$ cat src/rtl/alu_serial_flags.sv
// Bit-serial ALU (add/sub/and/or), one bit per cycle LSB first, with registered N/Z/C/V flags.
// Optional sticky overflow flag compiled in when ALU_STICKY_V_EN is defined.
module alu_serial_flags #(
  parameter int WIDTH = 8
) (
  input  logic             clk,
  input  logic             rst_n,
  input  logic             start,
  input  logic [WIDTH-1:0] a,
  input  logic [WIDTH-1:0] b,
  input  logic [3:0]       seleccion,
  input  logic             clr_sticky,
  output logic             busy,
  output logic             done,
  output logic [WIDTH-1:0] result,
  output logic             negative,
  output logic             zero,
  output logic             carry,
  output logic             overflow,
  output logic             sticky_v
);

  localparam int CW = $clog2(WIDTH + 1);

  typedef enum logic [1:0] {
    IDLE = 2'd0,
    CALC = 2'd1,
    DONE = 2'd2
  } state_t;

  typedef enum logic [1:0] {
    OP_ADD = 2'b00,
    OP_SUB = 2'b01,
    OP_AND = 2'b10,
    OP_OR  = 2'b11
  } op_t;

  state_t           state_q, state_d;
  logic [CW-1:0]    cnt_q, cnt_d;
  logic [WIDTH-1:0] a_sr_q, a_sr_d;
  logic [WIDTH-1:0] b_sr_q, b_sr_d;
  logic [WIDTH-1:0] acc_q, acc_d;
  op_t              op_q, op_d;
  logic             c_q, c_d;
  logic             a_msb_q, a_msb_d;
  logic             b_msb_q, b_msb_d;
  logic [WIDTH-1:0] result_q, result_d;
  logic             neg_q, neg_d;
  logic             zero_q, zero_d;
  logic             carry_q, carry_d;
  logic             ovf_q, ovf_d;

  logic             b_bit;
  logic             sum_bit;
  logic             carry_out;
  logic             res_bit;
  logic             arith;

  // Subtraction is A + ~B + 1: B is inverted bit by bit and the carry register starts at 1.
  assign arith     = ~op_q[1];
  assign b_bit     = b_sr_q[0] ^ (op_q == OP_SUB);
  assign sum_bit   = a_sr_q[0] ^ b_bit ^ c_q;
  assign carry_out = (a_sr_q[0] & b_bit) | (c_q & (a_sr_q[0] ^ b_bit));

  always_comb begin
    unique case (op_q)
      OP_AND:  res_bit = a_sr_q[0] & b_sr_q[0];
      OP_OR:   res_bit = a_sr_q[0] | b_sr_q[0];
      default: res_bit = sum_bit;
    endcase
  end

  // NOTE: every variable gets its hold value first, so no path through the case leaves one unassigned (no latch).
  always_comb begin
    state_d  = state_q;
    cnt_d    = cnt_q;
    a_sr_d   = a_sr_q;
    b_sr_d   = b_sr_q;
    acc_d    = acc_q;
    op_d     = op_q;
    c_d      = c_q;
    a_msb_d  = a_msb_q;
    b_msb_d  = b_msb_q;
    result_d = result_q;
    neg_d    = neg_q;
    zero_d   = zero_q;
    carry_d  = carry_q;
    ovf_d    = ovf_q;

    unique case (state_q)
      IDLE: begin
        if (start) begin
          state_d = CALC;
          cnt_d   = '0;
          a_sr_d  = a;
          b_sr_d  = b;
          acc_d   = '0;
          op_d    = op_t'(seleccion[1:0]);
          c_d     = (seleccion[1:0] == OP_SUB);
          a_msb_d = a[WIDTH-1];
          b_msb_d = b[WIDTH-1];
        end
      end
      CALC: begin
        if (cnt_q == CW'(WIDTH)) begin
          // All bits are in the accumulator; publish result and flags together with done.
          state_d  = DONE;
          result_d = acc_q;
          neg_d    = acc_q[WIDTH-1];
          zero_d   = (acc_q == '0);
          carry_d  = arith & c_q;
          ovf_d    = arith & ((a_msb_q ^ b_msb_q) == op_q[0]) & (acc_q[WIDTH-1] != a_msb_q);
        end else begin
          acc_d  = {res_bit, acc_q[WIDTH-1:1]};
          a_sr_d = a_sr_q >> 1;
          b_sr_d = b_sr_q >> 1;
          c_d    = carry_out;
          cnt_d  = cnt_q + CW'(1);
        end
      end
      DONE:    state_d = IDLE;
      default: state_d = IDLE;
    endcase
  end

  // NOTE: sequential state uses non-blocking assignments so all registers update from pre-edge values.
  always_ff @(posedge clk or negedge rst_n) begin
    if (!rst_n) begin
      state_q  <= IDLE;
      cnt_q    <= '0;
      a_sr_q   <= '0;
      b_sr_q   <= '0;
      acc_q    <= '0;
      op_q     <= OP_ADD;
      c_q      <= 1'b0;
      a_msb_q  <= 1'b0;
      b_msb_q  <= 1'b0;
      result_q <= '0;
      neg_q    <= 1'b0;
      zero_q   <= 1'b0;
      carry_q  <= 1'b0;
      ovf_q    <= 1'b0;
    end else begin
      state_q  <= state_d;
      cnt_q    <= cnt_d;
      a_sr_q   <= a_sr_d;
      b_sr_q   <= b_sr_d;
      acc_q    <= acc_d;
      op_q     <= op_d;
      c_q      <= c_d;
      a_msb_q  <= a_msb_d;
      b_msb_q  <= b_msb_d;
      result_q <= result_d;
      neg_q    <= neg_d;
      zero_q   <= zero_d;
      carry_q  <= carry_d;
      ovf_q    <= ovf_d;
    end
  end

  assign busy     = (state_q == CALC) || (state_q == DONE);
  assign done     = (state_q == DONE);
  assign result   = result_q;
  assign negative = neg_q;
  assign zero     = zero_q;
  assign carry    = carry_q;
  assign overflow = ovf_q;

`ifdef ALU_STICKY_V_EN
  logic sticky_q, sticky_d;

  // An overflowing result seen in the DONE cycle wins over a simultaneous clear.
  always_comb begin
    sticky_d = sticky_q;
    if (state_q == DONE && ovf_q) begin
      sticky_d = 1'b1;
    end else if (clr_sticky) begin
      sticky_d = 1'b0;
    end
  end

  always_ff @(posedge clk or negedge rst_n) begin
    if (!rst_n) begin
      sticky_q <= 1'b0;
    end else begin
      sticky_q <= sticky_d;
    end
  end

  assign sticky_v = sticky_q;
`else
  assign sticky_v = 1'b0;
`endif

  logic unused_inputs;
  assign unused_inputs = ^{seleccion[3:2], clr_sticky};

endmodule

$ cat config.mk
export PLATFORM = sky130hd
export DESIGN_NAME = alu_serial_flags
export DESIGN_NICKNAME = d
export VERILOG_FILES = /design/src/rtl/alu_serial_flags.sv
export SDC_FILE = /design/constraint.sdc
export NUM_CORES = 1
export LEC_CHECK = 0
export CAP_MARGIN = 30
export CORE_AREA = 3 3 70 72
export CTS_BUF_LIST = sky130_fd_sc_hd__clkbuf_8 sky130_fd_sc_hd__clkbuf_16
export DETAILED_ROUTE_END_ITERATION = 16
export DIE_AREA = 0 0 73 75
export GPL_ROUTABILITY_DRIVEN = 0
export GPL_TIMING_DRIVEN = 0
export PLACE_DENSITY = 0.75
export SYNTH_ARGS = -nofsm -noshare
export SYNTH_HDL_FRONTEND = slang
export SYNTH_SLANG_ARGS = --single-unit
$ cat constraint.sdc
create_clock -name clk -period 2.6 [get_ports clk]
set_clock_uncertainty 0.1 [all_clocks]
set_input_delay 0.26 -clock clk [delete_from_list [all_inputs] [get_ports clk]]
set_output_delay 0.26 -clock clk [all_outputs]
set_load 0.02 [all_outputs]
==> flow_metrics.tcl <==
set metrics [dict create \
    cp_common_cell "buf_6" \
    power.switching_mw 1.172 \
    viasPerCell 5.372 \
    final_hold_viol_count 0 \
    use_met3_pct 4.673 \
    ctsResizeCount 0 \
    finalCritPeriodShare_pct 77.77 \
    use_met1_pct 21.36 \
    grt_pass1_vias 1419 \
    outcome "finished, final reports clean" \
    yosysSeqAreaShare_pct 51.77 \
    cpMaxStageDelayCell "dfrtp_1" \
    cellLeakagePower_nw 1.249 \
    tritoncts "yes" \
    die_w_microns 73 \
    drt_wl_total_mm 4.073 \
    switching_share_pct 34.83 \
    diodes 0 \
    vias 1386 \
    use_met2_pct 25.92 \
    cp-start-kind "flip-flop" \
    setup_tns_ns 0 \
    setup_violations 0 \
    drive_gt1_share_pct 31.55 \
    ys_types 30 \
    grt_pass1_wl_mm 6.803 \
    row_count 24 \
    dp_slack_ns 0.5757 \
    synth_cells 162 \
    grt_max_degree 30 \
    clockBufferDepth 2 \
    setup.worst_path.start "state_q[1]" \
    initial_core_util_pct 51.06 \
    htree_levels 2 \
    dp_hpwl_mm 3.012 \
    yosys_most_used_dff "dfrtp_1" \
    endpoint_kind "flip-flop" \
    syn_nets 193 \
    yosys_warnings 0 \
    numPortBuffers 34 \
    reg2reg_depth 8 \
    syn_area_sq_um 2223 \
    insertion_delay_ns 0.30 \
    worstSetupPathType "reg -> reg" \
    max_stage_delay_ns 0.40 \
    max-vdd-ir-drop_uv 527.0 \
    cts_buffers 5 \
    syn2layout_area_growth_pct 23.64 \
    die_h_microns 75 \
    cellPowerDensity_nw_per_um2 1224 \
    min_period_ns 2.022 \
    cp_max_fo 10 \
    synth_edf_count 0 \
    slew_viol_final 0 \
    post-cts-setup-buffers 0 \
    cp.required_ns 2.69 \
    min_path_type "in -> async" \
    gr-usage-all-layers_pct 16.09 \
    first_pass_iters 4 \
    rsz0062_at_grt "no" \
    nFillCells 357 \
    route.detailed.drc 0 \
    root_buffer "clkbuf_8" \
    core_sq_um 4354 \
    timing.rr.start "state_q[1]" \
    io_pins 39 \
    p_int_mw 2.193 \
    worst_slack_ns 0.5780 \
    first_iter_violations 66 \
    worstPathCellList "inv_1 > ha_1 > buf_4 > nand4b_4 > o211a_1 > buf_6 > buf_6 > mux2_4" \
    clk_pin_slew_worst_paths_ns 0.09 \
    seq_power_share_pct 37.5 \
    antenna_found_initial 0 \
    wl_per_cell_microns 15.79 \
    cts.sinks 46 \
    ant_nets 0 \
    die-area_sq_um 5475 \
    critPathArrivalTime_ns 2.11 \
    p_clk_share_pct 13.3 \
    cap_violations 0 \
    hold_ws_ns 0.3372 \
    pwr-share-comb_pct 49.2 \
    max_freq_mhz 494.6 \
    async_reset_ff_share_pct 100.0 \
    nNetsFinal 236 \
    hold_buffers 1 \
    overflow 0 \
    ys_ff_latch 46 \
    avgSynthCellArea_sq_um 13.72 \
    busiest_layer "met2" \
]
==> sequential cells by signal (all words and copies together), names as in the netlist <==
name / count
a_msb_q: 1
a_sr_q: 8
acc_q: 8
b_msb_q: 1
b_sr_q: 8
c_q: 1
carry: 1
cnt_q: 4
op_q: 2
overflow: 1
result: 8
state_q: 2
zero: 1
==> kinds of logic (layout without fill, tap and decap cells) <==
logic type | count (synthesis) | in the layout | synth area share [%]
adders and majority gates | 7 | 7 | 4.277
and+or+nand+nor | 22 | 22 | 6.471
other | 1 | 1 | 0.1687
DFF | 46 | 46 | 51.77
buffers and inverters | 14 | 58 | 3.714
muxes | 47 | 47 | 25.04
xor gates and xnor gates | 3 | 3 | 1.182
AOI/OAI and AO/OA | 22 | 22 | 7.372
==> synth_stat cells, types with 3 or more instances <==
library cell | number | area (sq um)
mux2_4 | 8 | 120.1
buf_4 | 3 | 22.52
buf_2 | 3 | 15.01
o21ai_0 | 5 | 25.02
xnor2_1 | 3 | 26.28
ha_1 | 6 | 75.07
nand2b_1 | 4 | 25.02
nand2_1 | 6 | 22.52
nor2b_1 | 3 | 18.77
dfrtp_1 | 46 | 1151
a22o_1 | 9 | 78.83
mux2_2 | 37 | 416.7
inv_1 | 5 | 18.77
nor3b_1 | 3 | 22.52
==> power groups by stage <==
stage / sequential [mW] / clock [mW] / combinational (mW)
finish: 1.26 / 0.448 / 1.66
global route: 1.31 / 0.483 / 1.80
CTS: 1.26 / 0.465 / 1.68
detailed placement: 1.27 / 0 / 1.66
global placement: 1.25 / 0 / 1.59
floorplan: 1.27 / 0 / 1.22
==> layout by cell type, fill, tap and decap left out, drive strengths merged <==
cell            n
a22o            9
o22ai           1
inv             5
o211ai          1
nand4b          1
mux2i           2
and3            1
a21oi           2
a31oi           2
nand2b          4
ha              6
nand3b          1
conb            1
nand2           6
clkdlybuf4s50  33
fa              1
buf            10
dlygate4sd3     1
o211a           1
clkinv          1
nor3b           3
nor4            2
mux2           45
o21ai           5
dfrtp          46
clkbuf          7
xnor2           3
a41oi           1
nand3           1
clkinvlp        1
nor2b           3
==> worst paths after layout <==
check	to	slack [ns]
worst max-delay path	a_sr_q[7]	0.58
worst min-delay path	a_sr_q[3]	0.34
worst max register to register	a_sr_q[7]	0.58
worst min register to register	carry	0.39
max in group asynchronous	result[2]	1.56
min in group clk	carry	0.39
==> final cells by class <==
| cell class | count | area (sq um) | share of cell area, % |
|---|---|---|---|
| Clock inverter | 2 | 12.51 | 0.4552 |
| Tap cell | 52 | 65.06 | 2.367 |
| Buffer | 9 | 63.81 | 2.321 |
| Timing Repair Buffer | 36 | 365.4 | 13.29 |
| Sequential cell | 46 | 1151 | 41.88 |
| Inverter | 5 | 18.77 | 0.6827 |
| Clock buffer | 6 | 82.58 | 3.004 |
| Multi-Input combinational cell | 102 | 989.7 | 36.00 |
==> critical path, delay by kind of cell, from the launching register on <==
kind | cells | cell delay [ns]
buffers and inverters | 4 | 0.59
DFF | 1 | 0.40
muxes | 1 | 0.30
and+or+nand+nor | 1 | 0.19
adders and majority gates | 1 | 0.17
AOI/OAI and AO/OA | 1 | 0.17
==> per-layer routing <==
layer	vias to the layer above	routed length, microns
met3	6	192
li1	664	-
met2	27	1992
met5	-	0
met4	0	36
met1	689	1851
==> stage by stage <==
step | utilization, % | area, sq um | std cells | total power [mW]
finish | 63.13 | 2749 | 258 | 3.365
global route | 63.13 | 2749 | 258 | 3.592
CTS | 63.13 | 2749 | 258 | 3.403
detailed placement | 60.72 | 2644 | 249 | 2.934
global placement | 60.37 | 2629 | 248 | 2.840
floorplan | - | 2223 | 162 | 2.490
(Power assumes the default switching activity.)
